### config.mk
export PLATFORM = sky130hd
export DESIGN_NAME = lcd_text_buffer
export DESIGN_NICKNAME = d
export VERILOG_FILES = /design/src/rtl/lcd_text_buffer.sv
export SDC_FILE = /design/constraint.sdc
export NUM_CORES = 1
export LEC_CHECK = 0
export CORE_UTILIZATION = 32
export CTS_BUF_LIST = sky130_fd_sc_hd__clkbuf_16
export DETAILED_ROUTE_END_ITERATION = 10
export GPL_TIMING_DRIVEN = 0
export HOLD_SLACK_MARGIN = 0.06
export PLACE_DENSITY_LB_ADDON = 0.05
export SKIP_LAST_GASP = 1
export SYNTH_ARGS = -nofsm -noshare
export SYNTH_HDL_FRONTEND = slang
export SYNTH_SLANG_ARGS = --single-unit
### constraint.sdc
create_clock -name iCLK -period 3.7 [get_ports iCLK]
set_input_delay 0.74 -clock iCLK [delete_from_list [all_inputs] [get_ports iCLK]]
set_output_delay 0.74 -clock iCLK [all_outputs]
set_load 0.005 [all_outputs]
### src/rtl/lcd_text_buffer.sv
// lcd_text_buffer: character-stream front end for a 16x2 LCD.
// Accepts one byte per valid/ready handshake and maintains a 32-byte frame
// image with a cursor. Clear and scroll are multi-cycle walks over the frame,
// one byte per cycle, during which the block is not ready.
module lcd_text_buffer #(
    parameter logic [7:0] FILL_CHAR   = 8'h20,
    parameter bit         WRAP_SCROLL = 1'b1
) (
    input  logic         iCLK,
    input  logic         iRST_N,
    input  logic [7:0]   iCHAR,
    input  logic         iVALID,
    output logic         oREADY,
    output logic [255:0] oFB,
    output logic         oROW,
    output logic [3:0]   oCOL,
    output logic         oUPDATE
);

    typedef enum logic [1:0] {
        IDLE         = 2'd0,
        CLEAR        = 2'd1,
        SCROLL_COPY  = 2'd2,
        SCROLL_BLANK = 2'd3
    } state_t;

    localparam logic [7:0] CH_BS = 8'h08;
    localparam logic [7:0] CH_LF = 8'h0A;
    localparam logic [7:0] CH_FF = 8'h0C;
    localparam logic [7:0] CH_CR = 8'h0D;
    localparam logic [7:0] CH_DEL = 8'h7F;

    state_t     state_q, state_d;
    logic [4:0] k_q, k_d;
    logic       row_q, row_d;
    logic [3:0] col_q, col_d;
    logic       upd_q, upd_d;
    logic [7:0] fb_q [32];

    // Single frame write port, driven by the decode/FSM logic below.
    logic       wr_en;
    logic [4:0] wr_idx;
    logic [7:0] wr_data;
    logic       printable;

    assign printable = (iCHAR >= 8'h20) && (iCHAR != CH_DEL);

    // Next-state, cursor and frame-write decode for all FSM states.
    always_comb begin
        // NOTE: every signal assigned here gets a default first, so no path can infer a latch.
        state_d = state_q;
        k_d     = k_q;
        row_d   = row_q;
        col_d   = col_q;
        upd_d   = 1'b0;
        wr_en   = 1'b0;
        wr_idx  = 5'd0;
        wr_data = FILL_CHAR;

        unique case (state_q)
            IDLE: begin
                if (iVALID) begin
                    if (printable) begin
                        wr_en   = 1'b1;
                        wr_idx  = {row_q, col_q};
                        wr_data = iCHAR;
                        if (col_q != 4'd15) begin
                            col_d = col_q + 4'd1;
                            upd_d = 1'b1;
                        end else if (!row_q) begin
                            row_d = 1'b1;
                            col_d = 4'd0;
                            upd_d = 1'b1;
                        end else if (WRAP_SCROLL) begin
                            // Update is reported once the scroll has completed.
                            col_d   = 4'd0;
                            state_d = SCROLL_COPY;
                            k_d     = 5'd0;
                        end else begin
                            upd_d = 1'b1;
                        end
                    end else if (iCHAR == CH_CR) begin
                        col_d = 4'd0;
                    end else if (iCHAR == CH_LF) begin
                        row_d = 1'b1;
                        col_d = 4'd0;
                        if (row_q && WRAP_SCROLL) begin
                            state_d = SCROLL_COPY;
                            k_d     = 5'd0;
                        end
                    end else if (iCHAR == CH_BS) begin
                        if (col_q != 4'd0) begin
                            col_d  = col_q - 4'd1;
                            wr_en  = 1'b1;
                            wr_idx = {row_q, col_q - 4'd1};
                            upd_d  = 1'b1;
                        end else if (row_q) begin
                            row_d  = 1'b0;
                            col_d  = 4'd15;
                            wr_en  = 1'b1;
                            wr_idx = 5'd15;
                            upd_d  = 1'b1;
                        end
                    end else if (iCHAR == CH_FF) begin
                        row_d   = 1'b0;
                        col_d   = 4'd0;
                        state_d = CLEAR;
                        k_d     = 5'd0;
                    end
                end
            end
            CLEAR: begin
                wr_en  = 1'b1;
                wr_idx = k_q;
                if (k_q == 5'd31) begin
                    state_d = IDLE;
                    upd_d   = 1'b1;
                end else begin
                    k_d = k_q + 5'd1;
                end
            end
            SCROLL_COPY: begin
                wr_en   = 1'b1;
                wr_idx  = {1'b0, k_q[3:0]};
                wr_data = fb_q[{1'b1, k_q[3:0]}];
                if (k_q[3:0] == 4'd15) begin
                    state_d = SCROLL_BLANK;
                    k_d     = 5'd0;
                end else begin
                    k_d = k_q + 5'd1;
                end
            end
            SCROLL_BLANK: begin
                wr_en  = 1'b1;
                wr_idx = {1'b1, k_q[3:0]};
                if (k_q[3:0] == 4'd15) begin
                    state_d = IDLE;
                    upd_d   = 1'b1;
                end else begin
                    k_d = k_q + 5'd1;
                end
            end
            default: state_d = IDLE;
        endcase
    end

    // Control registers: state, walk index, cursor and update pulse.
    always_ff @(posedge iCLK or negedge iRST_N) begin
        if (!iRST_N) begin
            // NOTE: sequential state uses non-blocking assignments so all registers update together.
            state_q <= IDLE;
            k_q     <= 5'd0;
            row_q   <= 1'b0;
            col_q   <= 4'd0;
            upd_q   <= 1'b0;
        end else begin
            state_q <= state_d;
            k_q     <= k_d;
            row_q   <= row_d;
            col_q   <= col_d;
            upd_q   <= upd_d;
        end
    end

    // Frame image storage with one write per cycle.
    always_ff @(posedge iCLK or negedge iRST_N) begin
        if (!iRST_N) begin
            // NOTE: the frame is flip-flops, not RAM, so it can be reset to blank immediately.
            for (int i = 0; i < 32; i++) fb_q[i] <= FILL_CHAR;
        end else if (wr_en) begin
            fb_q[wr_idx] <= wr_data;
        end
    end

    for (genvar g = 0; g < 32; g++) begin : g_fb
        assign oFB[g*8 +: 8] = fb_q[g];
    end

    assign oREADY  = (state_q == IDLE);
    assign oROW    = row_q;
    assign oCOL    = col_q;
    assign oUPDATE = upd_q;

endmodule

Yosys cells after proc, flatten, opt, wreduce, memory -nomap -nowiden --
Index checks and enable logic that the tools add are counted.
Word-level totals: bits in registers 269, input bits 11, logic and storage cells 153, output and inout port bits 263
Cells by class: muxes and demuxes 71, bitwise gates (word level) 2, equal/unequal tests 25, reductions and logical operators 11, $lt $le $gt $ge 4, $add $sub $neg 3
Operators by type and width (number):
- 256-bit bitwise mux | 1
- 5-bit two-way mux | 17
- 8-bit binary-select mux with 5-bit select | 1
- 8-bit demux with 5-bit select | 1
- 8-bit two-way mux | 5
- 5-bit one-hot mux with 4 select lines | 2
- 4-bit two-way mux | 9
- 8-bit by 4-bit equality test with 1-bit output (second input constant) | 4
- 2-bit two-way mux | 11
- 1-bit two-way mux | 20
- 2-bit inequality test (second input constant) | 8
- 8-bit one-hot mux with 2 select lines | 1
- 6-bit >= comparator (second input constant) | 2
- 4-bit inequality test (second input constant) | 3
- 5-bit NOT with 6-bit output | 2
- 8-bit by 6-bit >= comparator with 1-bit output (second input constant) | 1
- 8-bit by 7-bit inequality test with 1-bit output (second input constant) | 1
- 2-bit one-hot mux with 4 select lines | 1
- 8-bit AND reduction | 1
- 4-bit nonzero test | 2
- 7-bit AND reduction | 1
- 6-bit by 1-bit < comparator with 1-bit output (second input constant) | 1
- 3-bit inequality test (second input constant) | 2
- 6-bit by 5-bit inequality test with 1-bit output (second input constant) | 1
- 16 further kinds | 18

Longest topological paths before layout --
Gate-level depths: netlist of run 1.
depth in word-level cells 14, gate-level depth with buffers 10

Worst setup path before layout of run 1 --
Ideal clock, no wire load.
kind input -> register, start in iCHAR[1], end reg fb_q, in the netlist oFB[192], setup time 125 ps, path slack 626 ps, arrival 2949 ps, path buffers 2, stages on the path 8, data required time 3575 ps, path through buf_2 > nor4b_2 > nand3_1 > o311ai_2 > buf_4 > nand3_2 > nor4_4 > mux2_2
On the way: cells in the longest elaborated chain, start to end 13
RTL lines:
- from (decl) | line 11 | input logic [7:0] iCHAR,
- 8-bit by 4-bit equality test with 1-bit output | line 91 | end else if (iCHAR == CH_BS) begin
- 5-bit two-way mux | line 91
- 5-bit two-way mux | line 84 | end else if (iCHAR == CH_LF) begin
- 5-bit two-way mux | line 82 | end else if (iCHAR == CH_CR) begin
- 5-bit two-way mux | line 63 | if (printable) begin
- 5-bit two-way mux | line 62 | if (iVALID) begin
- 5-bit one-hot mux with 4 select lines | line 60 | unique case (state_q)
- 5-bit NOT with 6-bit output (not written as such) | line 171 | fb_q[wr_idx] <= wr_data;
- 6-bit >= comparator (not written as such) or 6-bit by 1-bit < comparator with 1-bit output (tied branches) | line 171
- 1-bit logical AND (not written as such) | line 171
- 8-bit two-way mux (not written as such) | line 171
- 8-bit demux with 5-bit select | line 171
- 256-bit bitwise mux | line 171
- to (signal, indexed assignment) | line 171
- to (decl) | line 38 | logic [7:0] fb_q [32];
Several ways; a longest one is shown, not always the timed one. A chain may end at the register's enable or synchronous reset.

Worst setup path after layout of run 1 --
start in iCHAR[0], end reg fb_q, in the netlist oFB[3]
The elaborated chain is that of the path after synthesis.

==> results of run 1 <==
## routing by layer
metal,share of wire [%],global-route usage [%]
met5,0.029,0
met4,2.1,7.12
met3,7.1,6.49
met2,47,35.8
met1,44,30.2
## worst max-delay path, delay by kind of cell
family                 cells  cell delay [ns]
muxes                      1             0.28
AOI/OAI and AO/OA          2             0.33
buffers and inverters      2             0.99
and+or+nand+nor            3             1.73
## power by group through the flow
stage | clock (mW) | combinational (mW) | sequential [mW]
3_3_place_gp | 0 | 5.76 | 4.64
4_1_cts | 3.37 | 5.94 | 4.62
3_5_place_dp | 0 | 5.78 | 4.65
5_1_grt | 3.45 | 6.44 | 4.74
6_report | 3.26 | 6.04 | 4.61
2_1_floorplan | 0 | 2.63 | 4.60
## through the flow
step / hold slack [ns] / std cells / setup TNS (ns)
6_report: 0.121 / 1738 / 0
4_1_cts: 0.119 / 1724 / -1.67
2_1_floorplan: 0.444 / 868 / 0
3_5_place_dp: 0.492 / 1653 / -133.93
3_3_place_gp: 0.488 / 1650 / -2889.88
5_1_grt: 0.146 / 1737 / -0.521
## cell type report
type	count	area, µm²
Antenna cell	1	2.50
Buffer	55	253
Clock buffer	37	926
Clock inverter	25	163
Fill cell	3436	20500
Inverter	13	48.8
Multi-Input combinational cell	531	5370
Sequential cell	269	6770
Tap cell	511	639
Timing Repair Buffer	296	3100
## logic make-up after synthesis
family | after synthesis
AND/OR/NAND/NOR | 127
XOR/XNOR | 5
multiplexers | 305
flip-flops | 269
AO/OA/AOI/OAI | 89
adder cells (fa/ha/maj) | 5
buffers and inverters | 68
## final timing paths
kind | start | end | depth (start not counted)
worst max-delay path | iCHAR[0] | oFB[3] | 8
worst min register to register | oFB[104] | oFB[104] | 1
max in group asynchronous | iRST_N | oFB[21] | 3
min in group iCLK | oFB[104] | oFB[104] | 1
worst max register to register | oCOL[0] | oFB[3] | 8
worst min-delay path | iRST_N | oFB[104] | 1
## sequential cells by signal (all words and copies together), names as in the netlist
| signal | cells |
|---|---|
| oROW | 1 |
| oUPDATE | 1 |
| state_q | 2 |
| k_q | 5 |
| oCOL | 4 |
| oFB | 256 |
## synthesized netlist by cell type (5+ instances only)
| cell | instances |
|---|---|
| a21oi_1 | 18 |
| a221o_1 | 6 |
| buf_2 | 15 |
| clkbuf_1 | 34 |
| dfrtp_1 | 237 |
| dfstp_2 | 32 |
| ha_1 | 5 |
| inv_1 | 13 |
| mux2_2 | 266 |
| mux2i_1 | 16 |
| mux4_2 | 22 |
| nand2_1 | 30 |
| nand3_1 | 19 |
| nand4_1 | 8 |
| nor2_1 | 13 |
| nor3_1 | 11 |
| nor3_2 | 7 |
| nor4_4 | 6 |
| o21ai_0 | 19 |
| o22ai_1 | 7 |
## repair_timing
item | CTS | global route
hold endpoints to repair | 0 | 0
endpoints found under the setup margin | 219 | 212
gates resized for setup | 19 | 19
pin swaps | 5 | 10
buffers inserted | 9 | 13
==> flow_summary_export.csv, run 1 <==
group,metric,value,unit
sta,finClkSkew,0.0156,ns
power,power.total,13.9,mW
finish,layout_common_cells,"270 x clkdlybuf4s50_1, 266 x mux2_2, 237 x dfrtp_1, 37 x clkbuf_16, 32 x dfstp_2",
sta,fin_crit_sh,98.7,%
worst_setup_path,crit_fanout,8,
worst_setup_path,cp_slowest_cell,"nor3_1",
power,peakVddDrop,421,µV
placed_design,hpwl,31500,µm
yosys,yosys_warnings,0,
power,clockPowerShare,23.4,%
yosys,synth_top_area_share,48.1,%
floorplanning,num_io_pins,274,
floorplanning,fp.dieH,198,µm
route,ant_nets,0,
placed_design,io_buffers,271,
sta,report.final.hold_viol_count,0,
yosys,synthMuxAreaShare,29.7,%
clocking,clockBufferDepth,3,
placed_design,placed_area,15800,µm²
yosys,synth_flop_cell,"dfrtp_1",
grt,grt_pass1_wl,64000,µm
worst_setup_path,path_cells,"clkdlybuf4s50_1 -> and4_1 -> a211oi_4 -> a22o_1 -> nor3_1 -> or4b_1 -> buf_2 -> mux2_2",
finish,final_nets,1216,
yosys,synth-simple-area-share,6.98,%
worst_setup_path,cp-start-kind,"input port",
grt,antenna_found_initial,2,
sta,setup_viol,0,
finish,final_util,45.8,%
clocking,cts_root_buffer,"clkbuf_16",
placed_design,gp_congestion,0.881,
grt,grt_max_degree,85,
clocking,clk_pin_slew,0.05,ns
yosys,synthTopCellsByArea,"dfrtp_1 48%, mux2_2 24%, dfstp_2 6.8%",
run,drv_cap,0,
placed_design,post-place-ws,-0.766,ns
sta,worstMarginPinSlew,1.25,ns
power,power.share.sequential,33.1,%
route,wire_per_inst,25.5,µm
sta,slew_headroom,16.0,%
sta,fin_ws,0.0472,ns
floorplanning,design.die.area,39300,µm²
power,intPower,9.09,mW
sta,slew_viol_final,0,
yosys,synth_top_family_by_area,"multiplexers",
sta,max_freq,0.274,GHz
yosys,ys_async_sr_fraction,100,%
grt,gr-total-overflow,0,
finish,design_area,17300,µm²
finish,area_growth,40.2,%
floorplanning,die_w,198,µm
finish,final_common_cell,"clkdlybuf4s50_1",
route,vias,8905,
clocking,cts_buffers,34,
yosys,synth-seq-area-share,55.0,%
route,routed_wl,44400,µm
yosys,synth.avg_cell_area,14.2,µm²
power,switching_share,34.6,%
worst_setup_path,end_kind,"flop",
power,power.switching,4.81,mW
worst_setup_path,r2r_slack,0.17,ns
yosys,synth-xor-area-share,0.355,%
yosys,synth_edf_count,0,
clocking,clk_latency,0.54,ns
route,drc,0,
power,power_density,805,nW/µm²
sta,rsz0062_at_grt,"yes",
yosys,synth_compound_area_share,5.20,%
worst_setup_path,required,4.12,ns
min_path,hold_class,"in2async",
worst_setup_path,timing.critical_path.arrival,4.07,ns
run_status,status,"finished, final reports clean",
yosys,syn_area,12300,µm²
route,route.detailed.vias_per_inst,5.12,
power,leakagePower,7.62,nW
yosys,synth_nets,884,
clocking,clock_sinks,269,
clocking,htreeDepth,2,
grt,grt_pass1_vias,9113,
floorplanning,initial_core_util,32.6,%
route,firstDrtPassIters,5,
sta,fin_crit,3.65,ns
power,combPwrFrac,43.5,%
floorplanning,row_count,71,
route,drtIter0Drc,448,
worst_setup_path,critPathMaxStageDelay,0.74,ns
floorplanning,core_area,37800,µm²
yosys,synth_cells,868,
yosys,synth-adder-area-share,0.508,%
clocking,cts_tree,"done",
worst_setup_path,path_class,"in2reg",
clocking,hold_buffers,0,
yosys,ys_seq_elements,269,
yosys,synthDistinctLibCells,70,
yosys,yosysTopAreaCell,"dfrtp_1",
finish,layout-drive-gt1-share,37.2,%
grt,grt_usage,22.8,%
Note: power is estimated with default switching activity, not from simulation.
==> run 2, diff against run 1 <==
Settings changed: PLACE_DENSITY_LB_ADDON 0.05 to default.
==> run 2 against run 1 <==
Compared with the run above: maximum frequency increased by 2.6%; highest routed layer is now met4; largest power group unchanged; final area decreased by 1.7%; non-clock buffer count unchanged; combinational power decreased by 2%.
==> flow_summary_export.csv, run 2 (synthesized netlist as in run 1, its figures left out) <==
group,metric,value,unit
finish,final_util,45.0,%
clocking,clk_latency,0.57,ns
worst_setup_path,crit_family,"simple AND/OR/NAND/NOR gates",
grt,gr-total-overflow,0,
floorplanning,core_area,37800,µm²
worst_setup_path,end_kind,"flop",
placed_design,io_buffers,271,
finish,largest_reg_flops,256,
route,route.detailed.vias_per_inst,5.17,
worst_setup_path,r2r_slack,0.23,ns
finish,design_area,17000,µm²
clocking,clockBufferDepth,3,
placed_design,gp_congestion,0.855,
sta,report.final.hold_viol_count,0,
sta,fin_ws,0.141,ns
clocking,clk_pin_slew,0.06,ns
floorplanning,design.die.area,39300,µm²
min_path,hold_class,"reg2reg",
finish,layout_common_cells,"270 x clkdlybuf4s50_1, 266 x mux2_2, 237 x dfrtp_1, 32 x dfstp_2",
grt,antenna_found_initial,1,
worst_setup_path,crit_start,"iCHAR[0]",
sta,slew_viol_final,0,
clocking,cts_buffers,30,
sta,fin_crit_sh,96.2,%
route,routed_wl,41700,µm
sta,slew_headroom,31.9,%
floorplanning,initial_core_util,32.6,%
sta,worstMarginPinSlew,1.01,ns
finish,final_common_cell,"clkdlybuf4s50_1",
clocking,cts_root_buffer,"clkbuf_16",
floorplanning,fp.dieH,198,µm
worst_setup_path,r2r_end,"oFB[100]",
worst_setup_path,timing.critical_path.arrival,4.01,ns
route,ant_nets,0,
worst_setup_path,required,4.15,ns
sta,fin_crit,3.56,ns
sta,rsz0062_at_grt,"yes",
finish,final_nets,1212,
finish,layout-drive-gt1-share,36.0,%
worst_setup_path,crit_end,"oFB[119]",
power,peakVddDrop,363,µV
clocking,htreeDepth,1,
sta,setup_viol,0,
route,firstDrtPassIters,5,
grt,grt_max_degree,115,
worst_setup_path,r2r-start,"oCOL[0]",
placed_design,post-place-ws,-0.835,ns
route,drc,0,
floorplanning,row_count,71,
route,vias,8955,
route,drtIter0Drc,520,
grt,grt_pass1_wl,60900,µm
worst_setup_path,crit_cells,8,
worst_setup_path,path_class,"in2reg",
worst_setup_path,rr_worst_depth,8,
worst_setup_path,critPathMaxStageDelay,0.71,ns
sta,finClkSkew,0.0145,ns
finish,area_growth,37.9,%
clocking,clock_sinks,269,
worst_setup_path,cp_slowest_cell,"nor4_4",
floorplanning,die_w,198,µm
worst_setup_path,path_cells,"clkdlybuf4s50_1 -> nor4b_2 -> and2_1 -> clkbuf_1 -> a32o_1 -> o211ai_4 -> nor4_4 -> mux2_2",
worst_setup_path,critPathBufInv,2,
grt,grt_usage,21.3,%
power,leakagePower,7.47,nW
power,power_density,779,nW/µm²
sta,max_freq,0.281,GHz
worst_setup_path,crit_fanout,8,
clocking,cts_tree,"done",
placed_design,hpwl,29800,µm
floorplanning,num_io_pins,274,
route,wire_per_inst,24.1,µm
grt,grt_pass1_vias,8990,
placed_design,placed_area,15800,µm²
sta,fin_setup_tns,0,ns
worst_setup_path,cp-start-kind,"input port",
run,drv_cap,0,
run_status,status,"finished, final reports clean",
-- run 2: changes by cell type in the layout (fill, tap and decap cells not counted), moves of 5 or more --
cell       previous run  this run
clkbuf_2             12         3
clkbuf_1             23        31
clkbuf_16            37        31
buf_12               11         6
buf_4                13        18
-- run 2: power by group --
part           internal [mW]  switching [mW]
Sequential              3.96           0.642
Combinational           3.16            2.76
Clock                   1.50            1.21
Total                   8.62            4.61
-- run 2: through the flow --
stage / hold WS [ns] / std cells / power (mW)
2_1_floorplan: 0.444 / 868 / 7.22
3_3_place_gp: 0.489 / 1650 / 10.3
3_5_place_dp: 0.493 / 1653 / 10.3
4_1_cts: 0.506 / 1718 / 13.2
5_1_grt: 0.515 / 1730 / 14.0
6_report: 0.502 / 1731 / 13.2
-- run 2: metal layers --
layer  GRT usage (%)  share of wire (%)
met3            6.32                7.9
met1            27.9                 42
met5               0                  0
met2            33.5                 47
met4            6.83                2.6
-- run 2: worst min path at each step --
| stage | from | endpoint | slack (ns) | cells past startpoint |
|---|---|---|---|---|
| 2_1_floorplan | iRST_N | k_q[0] | 0.44 | 0 |
| 3_3_place_gp | oFB[30] | oFB[30] | 0.49 | 1 |
| 3_5_place_dp | oFB[41] | oFB[41] | 0.49 | 1 |
| 4_1_cts | oFB[41] | oFB[41] | 0.51 | 1 |
| 5_1_grt | oFB[59] | oFB[59] | 0.51 | 1 |
| 6_report | oFB[91] | oFB[91] | 0.50 | 1 |
-- run 2: repair_timing --
item / CTS / global route
hold endpoints to repair: 27 / 0
endpoints found under the setup margin: 115 / 177
resized for setup: 7 / 15
pin swaps: 5 / 7
setup buffers: 10 / 12
gates cloned: 0 / 0
hold buffers: 1 / 0
-- run 2: final cells by class --
cell class                      count  area, µm²
Antenna cell                        2       5.00
Buffer                             54        234
Clock buffer                       31        776
Clock inverter                     23        105
Fill cell                        3507      20800
Inverter                           13       48.8
Multi-Input combinational cell    531       5360
Sequential cell                   269       6770
Tap cell                          511        639
Timing Repair Buffer              297       3050
